**src/rtl/ir_prefetch_queue_if.sv**
```systemverilog
// Fetch/issue bundle for ir_prefetch_queue: fetch handshake, control inputs and the decoded IR view.
interface ir_prefetch_queue_if #(
    parameter int unsigned DATA_WIDTH   = 16,
    parameter int unsigned DEPTH        = 4,
    parameter int unsigned OPCODE_WIDTH = 4
);
    localparam int unsigned CNT_W     = $clog2(DEPTH + 1);
    localparam int unsigned OPERAND_W = DATA_WIDTH - OPCODE_WIDTH;

    logic                    fetch_valid;
    logic [DATA_WIDTH-1:0]   fetch_data;
    logic                    fetch_ready;
    logic                    advance;
    logic                    flush;
    logic                    ir_valid;
    logic [DATA_WIDTH-1:0]   ir_out;
    logic [OPCODE_WIDTH-1:0] opcode;
    logic [OPERAND_W-1:0]    operand;
    logic [CNT_W-1:0]        count;

    modport master (
        output fetch_valid, fetch_data, advance, flush,
        input  fetch_ready, ir_valid, ir_out, opcode, operand, count
    );

    modport slave (
        input  fetch_valid, fetch_data, advance, flush,
        output fetch_ready, ir_valid, ir_out, opcode, operand, count
    );
endinterface

```
**src/rtl/ir_prefetch_queue.sv**
```systemverilog
// Instruction register fed by a DEPTH-entry circular prefetch queue, with branch flush and opcode/operand split.
// Optional macro IR_STALL_COUNT_EN adds a saturating 16-bit count of cycles with no valid instruction.
module ir_prefetch_queue #(
    parameter int unsigned DATA_WIDTH   = 16,
    parameter int unsigned DEPTH        = 4,
    parameter int unsigned OPCODE_WIDTH = 4
) (
    input  logic                  clock,
    input  logic                  reset,
    ir_prefetch_queue_if.slave    bus
`ifdef IR_STALL_COUNT_EN
    ,
    output logic [15:0]           stall_count
`endif
);
    localparam int unsigned PTR_W     = $clog2(DEPTH);
    localparam int unsigned CNT_W     = $clog2(DEPTH + 1);
    localparam int unsigned OPERAND_W = DATA_WIDTH - OPCODE_WIDTH;

    logic [DATA_WIDTH-1:0] mem [DEPTH];
    logic [PTR_W-1:0]      rd_ptr;
    logic [PTR_W-1:0]      wr_ptr;
    logic [CNT_W-1:0]      cnt;
    logic                  ir_valid_q;
    logic [DATA_WIDTH-1:0] ir_q;

    logic ready_c;
    logic xfer_c;
    logic load_c;
    logic pop_c;
    logic bypass_c;
    logic push_c;

    // Handshake and queue-movement decode; a word bypasses straight into the IR only when nothing is queued.
    always_comb begin
        ready_c  = (cnt != CNT_W'(DEPTH)) && !bus.flush;
        xfer_c   = bus.fetch_valid && ready_c;
        load_c   = !ir_valid_q || bus.advance;
        pop_c    = load_c && (cnt != '0) && !bus.flush;
        bypass_c = load_c && (cnt == '0) && xfer_c;
        push_c   = xfer_c && !bypass_c;
    end

    always_ff @(posedge clock) begin
        if (reset) begin
            rd_ptr     <= '0;
            wr_ptr     <= '0;
            cnt        <= '0;
            ir_valid_q <= 1'b0;
            ir_q       <= '0;
        end else if (bus.flush) begin
            rd_ptr     <= '0;
            wr_ptr     <= '0;
            cnt        <= '0;
            ir_valid_q <= 1'b0;
        end else begin
            if (load_c) begin
                if (pop_c) begin
                    ir_q       <= mem[rd_ptr];
                    ir_valid_q <= 1'b1;
                    rd_ptr     <= rd_ptr + PTR_W'(1);
                end else if (bypass_c) begin
                    ir_q       <= bus.fetch_data;
                    ir_valid_q <= 1'b1;
                end else begin
                    ir_valid_q <= 1'b0;
                end
            end
            if (push_c) begin
                wr_ptr <= wr_ptr + PTR_W'(1);
            end
            if (push_c && !pop_c) begin
                cnt <= cnt + CNT_W'(1);
            end else if (pop_c && !push_c) begin
                cnt <= cnt - CNT_W'(1);
            end
        end
    end

    // Queue storage is not reset; entries are only read after being written.
    always_ff @(posedge clock) begin
        if (push_c && !reset) begin
            mem[wr_ptr] <= bus.fetch_data;
        end
    end

`ifdef IR_STALL_COUNT_EN
    always_ff @(posedge clock) begin
        if (reset) begin
            stall_count <= '0;
        end else if (!ir_valid_q && (stall_count != 16'hFFFF)) begin
            stall_count <= stall_count + 16'(1);
        end
    end
`endif

    assign bus.fetch_ready = ready_c;
    assign bus.ir_valid    = ir_valid_q;
    assign bus.ir_out      = ir_q;
    assign bus.opcode      = ir_q[DATA_WIDTH-1 -: OPCODE_WIDTH];
    assign bus.operand     = ir_q[OPERAND_W-1:0];
    assign bus.count       = cnt;
endmodule

```
**src/flat_wrapper.sv**
```systemverilog
// flat-port wrapper written by rule: the top's interface ports become plain ports
module ir_prefetch_queue_flat 
#(
    parameter int unsigned DATA_WIDTH   = 16,
    parameter int unsigned DEPTH        = 4,
    parameter int unsigned OPCODE_WIDTH = 4
)
  (clock, reset, bus_fetch_valid, bus_fetch_data, bus_advance, bus_flush, bus_fetch_ready, bus_ir_valid, bus_ir_out, bus_opcode, bus_operand, bus_count);
  ir_prefetch_queue_if #(.DATA_WIDTH(DATA_WIDTH), .DEPTH(DEPTH), .OPCODE_WIDTH(OPCODE_WIDTH)) bus_i ();
  input  logic clock;
  input  logic reset;
  input wire logic [$bits(bus_i.fetch_valid)-1:0] bus_fetch_valid;
  input wire logic [$bits(bus_i.fetch_data)-1:0] bus_fetch_data;
  input wire logic [$bits(bus_i.advance)-1:0] bus_advance;
  input wire logic [$bits(bus_i.flush)-1:0] bus_flush;
  output wire logic [$bits(bus_i.fetch_ready)-1:0] bus_fetch_ready;
  output wire logic [$bits(bus_i.ir_valid)-1:0] bus_ir_valid;
  output wire logic [$bits(bus_i.ir_out)-1:0] bus_ir_out;
  output wire logic [$bits(bus_i.opcode)-1:0] bus_opcode;
  output wire logic [$bits(bus_i.operand)-1:0] bus_operand;
  output wire logic [$bits(bus_i.count)-1:0] bus_count;
  assign bus_i.fetch_valid = bus_fetch_valid;
  assign bus_i.fetch_data = bus_fetch_data;
  assign bus_i.advance = bus_advance;
  assign bus_i.flush = bus_flush;
  assign bus_fetch_ready = bus_i.fetch_ready;
  assign bus_ir_valid = bus_i.ir_valid;
  assign bus_ir_out = bus_i.ir_out;
  assign bus_opcode = bus_i.opcode;
  assign bus_operand = bus_i.operand;
  assign bus_count = bus_i.count;
  ir_prefetch_queue #(.DATA_WIDTH(DATA_WIDTH), .DEPTH(DEPTH), .OPCODE_WIDTH(OPCODE_WIDTH)) u_core (.clock(clock), .reset(reset), .bus(bus_i));
endmodule
```
**config.mk**
```make
export PLATFORM = sky130hd
export DESIGN_NAME = ir_prefetch_queue_flat
export DESIGN_NICKNAME = d
export VERILOG_FILES = /design/src/rtl/ir_prefetch_queue_if.sv /design/src/rtl/ir_prefetch_queue.sv /design/src/flat_wrapper.sv
export SDC_FILE = /design/constraint.sdc
export NUM_CORES = 1
export LEC_CHECK = 0
export CAP_MARGIN = 20
export CORE_MARGIN = 2
export CORE_UTILIZATION = 58
export DETAILED_ROUTE_END_ITERATION = 16
export GPL_TIMING_DRIVEN = 0
export PLACE_DENSITY = 0.81
export SYNTH_ARGS = -nofsm -noshare
export SYNTH_HDL_FRONTEND = slang
export SYNTH_SLANG_ARGS = --single-unit
export TNS_END_PERCENT = 20
```
**constraint.sdc**
```tcl
create_clock -name clock -period 4.1 [get_ports clock]
set_input_delay 0.82 -clock clock [delete_from_list [all_inputs] [get_ports clock]]
set_output_delay 0.82 -clock clock [all_outputs]
set_load 0.005 [all_outputs]
```
==> results.tsv <==
metric	value	unit
status	completed	
worstSkewPairLatency	360	ps
grt_usage	21.0	%
grt_max_degree	17	
grt_pass1_wl	11100	µm
antenna_found_initial	0	
finalSetupTns	0	ps
rows	29	
drc	0	
dominantRegCellSynth	edfxtp_1	
timing.reg2reg.setup_slack	1640	ps
routed_via_density	5.65	
fin_nets	325	
port_buffers	56	
reg2reg_to	u_core.bus.count[2]	
post-route-period-util	67.4	%
critPathLaunchType	input port	
synth_compound_area_share	7.26	%
area_growth	22.3	%
wl_per_cell	18.5	µm
cts.sinks	90	
setup_slack	1340	ps
detail-route-antenna-nets	0	
maxCapViolCount	0	
finalPower	1.76	mW
synth_warnings	0	
postLayoutCoreUtil	73.4	%
power.internal	1.37	mW
synth-edff-count	64	
synth_top_family_by_area	multiplexers	
swShare	22.2	%
final_cell_area	0.00466	mm²
power.leakage	1.68	nW
place_congestion	0.712	
synthAdderAreaFrac	2.17	%
maxSlewViolCount	0	
peakVddDrop	240	µV
cp_slowest_stage_delay	410	ps
seq_area_frac_synth	64.1	%
max_clock_freq	0.362	GHz
wl	7030	µm
synthMuxAreaShare	13.9	%
switchingPower	0.391	mW
syn_nets	258	
routed-wl-met2	3690	µm
maxSlewHeadroom	38.8	%
ios	58	
cp_cell_sequence	clkdlybuf4s50_1 > nand2b_1 > nand3_4 > buf_12 > ha_1 > inv_1 > fa_1 > xor2_1 > or3_1 > a21oi_1	
fill_cells	398	
holdBufCountCts	0	
hold_path_class	reg -> reg	
power_density	378	mW/mm²
rsz0062_at_grt	false	
required	4390	ps
yosysTopAreaCellShare	50.5	%
routedLengthMet1	2910	µm
dp_slack	967	ps
first_pass_iters	4	
core-area	0.00635	mm²
cts_tree	built	
wl_met3	325	µm
clk_path_buf_depth	2	
synthDistinctLibCells	33	
p_comb_share	10.0	%
path_class	in -> reg	
synth_cells	231	
ff2ff_path_depth	9	
synth-seq-cells	90	
place_area	0.00447	mm²
finalHoldViolations	0	
drive_gt1_share	25.1	%
die_area	0.00723	mm²
post_cts_buffers	0	
dr.first_iter.drc_count	102	
gr-total-overflow	0	
skew	15.0	ps
grt_pass1_vias	2088	
cts_max_level	3	
setup_viol	0	
pwr-share-clk	33.4	%
synth.avg_cell_area	16.5	µm²
end_kind	flop	
synthXorXnorAreaFrac	0.920	%
start_util	60.0	%
path_clk_slew	90	ps
worstReg2RegStart	u_core.bus.count[0]	
seqPwrFrac	56.6	%
die_h	85.0	µm
synthSimpleGateAreaFrac	5.03	%
root_buffer	clkbuf_8	
top_layer_used	met4	
ys_async_sr_fraction	0	%
crit_end	u_core.bus.count[2]	
crit_slowest_cell	clkdlybuf4s50_1	
tightestPinTransition	917	ps
ys_top_cells_by_area	edfxtp_1, dfxtp_1, mux4_2	
die_x	85.0	µm
routed-via-count	2147	
crit_start	bus_advance	
crit_fanout	10	
critPathArrivalTime	3050	ps
cts_resized	0	
fin_crit	2760	ps
dp_hpwl	4580	µm
syn_area	0.00381	mm²
diodes	0	
synth_area_leader_cell	edfxtp_1	
cts_inserted_buffers	9	
## worst max-delay path: cells and delay by family
family / cells / cell delay (ps)
buffers and inverters: 3 / 620
adders and majority gates: 2 / 560
AOI/OAI and AO/OA: 1 / 160
and+or+nand+nor: 3 / 720
xor gates and xnor gates: 1 / 170
## Yosys cell counts, drive strengths merged, types with 4 or more instances
master,count
buf,24
and2,4
nor2,24
clkbuf,4
edfxtp,64
o21ai,4
mux2i,17
inv,6
dfxtp,26
mux4,16
ha,5
a211oi,17
## per-stage QoR
stage | hold WS [ps] | instances
floorplan | 460 | 231
global placement | 472 | 364
detailed placement | 501 | 364
CTS | 514 | 380
global route | 538 | 380
finish | 509 | 380
## flip-flops by register name (all words and copies together) (netlist names), named ones only
name                 cells
u_core.bus.count         3
u_core.wr_ptr            2
u_core.bus.ir_valid      1
u_core.bus.ir_out       16
u_core.mem              64
u_core.rd_ptr            2
## cell usage in the layout, fill, tap and decap left out, types with 2 or more instances in the layout
cell type | synthesis | layout
a21oi_1 | 3 | 3
buf_4 | 17 | 17
mux2i_1 | 17 | 17
mux4_2 | 16 | 16
a211oi_2 | 16 | 16
clkdlybuf4s50_1 | 0 | 56
and2_1 | 4 | 4
clkinv_4 | 0 | 3
buf_12 | 2 | 2
buf_2 | 2 | 2
o21ai_1 | 2 | 2
dfxtp_1 | 26 | 26
clkbuf_1 | 3 | 3
or3_1 | 2 | 2
ha_1 | 5 | 5
buf_6 | 3 | 3
inv_1 | 6 | 6
nor2_1 | 24 | 24
clkinv_2 | 0 | 2
o21ai_0 | 2 | 2
clkbuf_8 | 0 | 9
edfxtp_1 | 64 | 64
xor2_1 | 2 | 2
xnor2_1 | 2 | 2
## routing by layer
layer,global-route usage [%],vias up
met5,0,-
met4,8.08,0
met3,4.47,11
met2,34.4,62
met1,27.7,1081
li1,-,993
## layout make-up
type,count,area (µm²),share of cell area [%]
clock inverters,7,70.1,1.50
well taps,77,96.3,2.07
repair buffers,56,561,12.0
inverters,6,22.5,0.483
flip-flops and latches,90,2440,52.4
clock buffers,9,124,2.66
multi-input cells,107,1120,24.0
plain buffers,28,228,4.89
## worst min path at each step
stage / start / end / slack [ps] / depth (start not counted)
CTS: u_core.wr_ptr[1] / u_core.wr_ptr[1] / 510 / 2
global route: u_core.wr_ptr[1] / u_core.wr_ptr[1] / 540 / 2
global placement: u_core.rd_ptr[1] / u_core.rd_ptr[1] / 470 / 2
finish: u_core.wr_ptr[1] / u_core.wr_ptr[1] / 510 / 2
floorplan: u_core.rd_ptr[1] / flop / 460 / 2
detailed placement: u_core.wr_ptr[1] / u_core.wr_ptr[1] / 500 / 2
## power groups by stage
| stage | clock network, mW | logic [mW] | registers (mW) |
|---|---|---|---|
| 6_report | 0.588 | 0.176 | 0.998 |
| 4_1_cts | 0.594 | 0.178 | 0.998 |
| 3_3_place_gp | 0 | 0.172 | 1.02 |
| 2_1_floorplan | 0 | 0.0838 | 1.02 |
| 3_5_place_dp | 0 | 0.177 | 1.02 |
| 5_1_grt | 0.630 | 0.189 | 1.00 |
## cell families after synthesis
| logic type | count (synthesis) |
|---|---|
| flops | 90 |
| simple gates | 38 |
| buf+inv | 34 |
| mux | 33 |
| compound gates | 26 |
| fa+ha+maj | 6 |
| xor+xnor | 4 |
Power figures use the tool's default switching activity.
==> RTL edit (same flow settings) <==
`DATA_WIDTH` is set to 16 in 3 places; all go to 20.
--- a/src/rtl/ir_prefetch_queue_if.sv
+++ b/src/rtl/ir_prefetch_queue_if.sv
@@ -1,6 +1,6 @@
 // Fetch/issue bundle for ir_prefetch_queue: fetch handshake, control inputs and the decoded IR view.
 interface ir_prefetch_queue_if #(
-    parameter int unsigned DATA_WIDTH   = 16,
+    parameter int unsigned DATA_WIDTH   = 20,
     parameter int unsigned DEPTH        = 4,
     parameter int unsigned OPCODE_WIDTH = 4
 );
--- a/src/rtl/ir_prefetch_queue.sv
+++ b/src/rtl/ir_prefetch_queue.sv
@@ -1,7 +1,7 @@
 // Instruction register fed by a DEPTH-entry circular prefetch queue, with branch flush and opcode/operand split.
 // Optional macro IR_STALL_COUNT_EN adds a saturating 16-bit count of cycles with no valid instruction.
 module ir_prefetch_queue #(
-    parameter int unsigned DATA_WIDTH   = 16,
+    parameter int unsigned DATA_WIDTH   = 20,
     parameter int unsigned DEPTH        = 4,
     parameter int unsigned OPCODE_WIDTH = 4
 ) (
--- a/src/flat_wrapper.sv
+++ b/src/flat_wrapper.sv
@@ -1,7 +1,7 @@
 // flat-port wrapper written by rule: the top's interface ports become plain ports
 module ir_prefetch_queue_flat 
 #(
-    parameter int unsigned DATA_WIDTH   = 16,
+    parameter int unsigned DATA_WIDTH   = 20,
     parameter int unsigned DEPTH        = 4,
     parameter int unsigned OPCODE_WIDTH = 4
 )
Ports: changed (resized bus_fetch_data, bus_ir_out and bus_operand); port bits go from 58 to 70. The function was not compared with the original's and may differ.
==> RTL edit against the original RTL <==
  * Total power is 17% higher
  * Highest routed layer unchanged
  * Die area is 19% higher
  * Sequential cell count is 20 higher
  * Wire length is 20% higher
  * Synthesized area is 20% higher
  * Setup slack worse by 0.12 ns
  * Cell area is 20% higher
  * Register-to-register slack worse by 0.02 ns
==> RTL edit: results (changes against the original RTL) <==
stage	metric	value	unit	change
power	internal power	1.616	mW	was 1.371 mW
layout	nets	382		was 325
logic_synthesis	Synth top cells by count	edfxtp_1 (80), dfxtp_1 (30), nor2_1 (28)		was edfxtp_1 (64), dfxtp_1 (26), nor2_1 (24)
critical_path	CP max stage cell	clkdlybuf4s50_1		unchanged
layout	layout cell share with drive strength beyond 1	0.2360		was 0.2508
placement	DP HPWL	5698	um	was 4580 um
detailed_routing	DR WL met3	361	um	was 325 um
critical_path	slowest stage delay, CP	0.55	ns	was 0.41 ns
global_routing	met3 Usage GRT	0.03743		was 0.04475
logic_synthesis	largest cells by area after synthesis	edfxtp_1 (52%), dfxtp_1 (13%), mux4_2 (9.8%), a211oi_2 (5.5%), mux2i_1 (4.6%)		was edfxtp_1 (50%), dfxtp_1 (14%), mux4_2 (9.5%), a211oi_2 (5.3%), mux2i_1 (4.5%)
global_routing	GR Layer Usage met2	0.3539		was 0.3438
layout	max FFs per register	80		was 64
critical_path	Top delay family on crit path	buffers and inverters		was simple AND/OR/NAND/NOR gates
timing	Tightest Pin Transition	1.095	ns	was 0.9174 ns
placement	port bufs	69		was 56
critical_path	CP startpoint	bus_flush		was bus_advance
layout	Largest Register	u_core.mem		unchanged
logic_synthesis	post-synthesis sequential area ratio	0.6559		was 0.6413
detailed_routing	metal2 WL	4432	um	was 3690 um
power	static leakage	1.985	nW	was 1.679 nW
detailed_routing	DRT met1 WL	3568	um	was 2912 um
critical_path	worst endpoint data arrival time	3.17	ns	was 3.05 ns
logic_synthesis	Netlist cell types	35		was 33
global_routing	vias in the first global route	2609		was 2088
power	maximum vdd drop	0.0002030	V	was 0.0002399 V
global_routing	first-pass GRT wire length	13700	um	was 11100 um
global_routing	largest net degree at the start of global routing	21		was 17
placement	Placer Congestion	0.6867		was 0.7117
critical_path	worst r2r path cells	9		unchanged
clocking	Reg clk slew, reported paths	0.09	ns	about the same
global_routing	gr usage total	0.2124		was 0.2096
critical_path	r2r setup slk	1.62	ns	was 1.64 ns
outcome	run status	complete, no violations		unchanged
logic_synthesis	EDFF count, synth	80		was 64
timing	FMAX	0.3470	GHz	was 0.3617 GHz
timing	clock skew	0.01016	ns	was 0.01505 ns
detailed_routing	final wirelength	8451	um	was 7028 um
timing	Min Hold Slack	0.5046	ns	was 0.5095 ns
global_routing	Global Route met1 Usage	0.2916		was 0.2771
detailed_routing	Initial DRC Count	134		was 102
placement	DP Worst Slack	0.8550	ns	was 0.9667 ns
logic_synthesis	Syn. warnings	0		unchanged
logic_synthesis	Syn Nets	302		was 258
[RTL edit: cell count changes in the layout (fill, tap and decap cells not counted), sizes merged, moves of 3 or more]
cell | unedited run | this run
edfxtp | 64 | 80
clkdlybuf4s50 | 56 | 69
buf | 24 | 29
a211oi | 17 | 21
clkinv | 6 | 2
dfxtp | 26 | 30
mux2i | 17 | 21
mux4 | 16 | 20
nor2 | 24 | 28
clkbuf | 13 | 16
[RTL edit: cells by family after synthesis]
group / synth area share
DFF: 0.6559
and+or+nand+nor: 0.04646
muxes: 0.1443
buffers and inverters: 0.05821
AOI/OAI and AO/OA: 0.06751
adders and majority gates: 0.01804
xor gates and xnor gates: 0.009567
[RTL edit: stage by stage]
stage          total power [mW]  cell area, um2  std cells
2_1_floorplan             1.345            4578        271
3_3_place_gp              1.454            5396        442
3_5_place_dp              1.463            5396        442
4_1_cts                   2.069            5582        458
5_1_grt                   2.134            5582        458
6_report                  2.058            5582        458
[RTL edit: layout make-up]
cell class | count | area, um2
Buffer | 33 | 247.7
Clock buffer | 12 | 135.1
Clock inverter | 4 | 50.05
Fill cell | 503 | 2106
Inverter | 5 | 18.77
Multi-Input combinational cell | 123 | 1309
Sequential cell | 110 | 3003
Tap cell | 102 | 127.6
Timing Repair Buffer | 69 | 690.7
[RTL edit: power groups by stage]
stage / Combinational [mW] / Sequential [mW] / Clock, mW
2_1_floorplan: 0.0978 / 1.25 / 0
3_3_place_gp: 0.207 / 1.25 / 0
3_5_place_dp: 0.214 / 1.25 / 0
4_1_cts: 0.215 / 1.22 / 0.631
5_1_grt: 0.229 / 1.23 / 0.679
6_report: 0.212 / 1.22 / 0.623
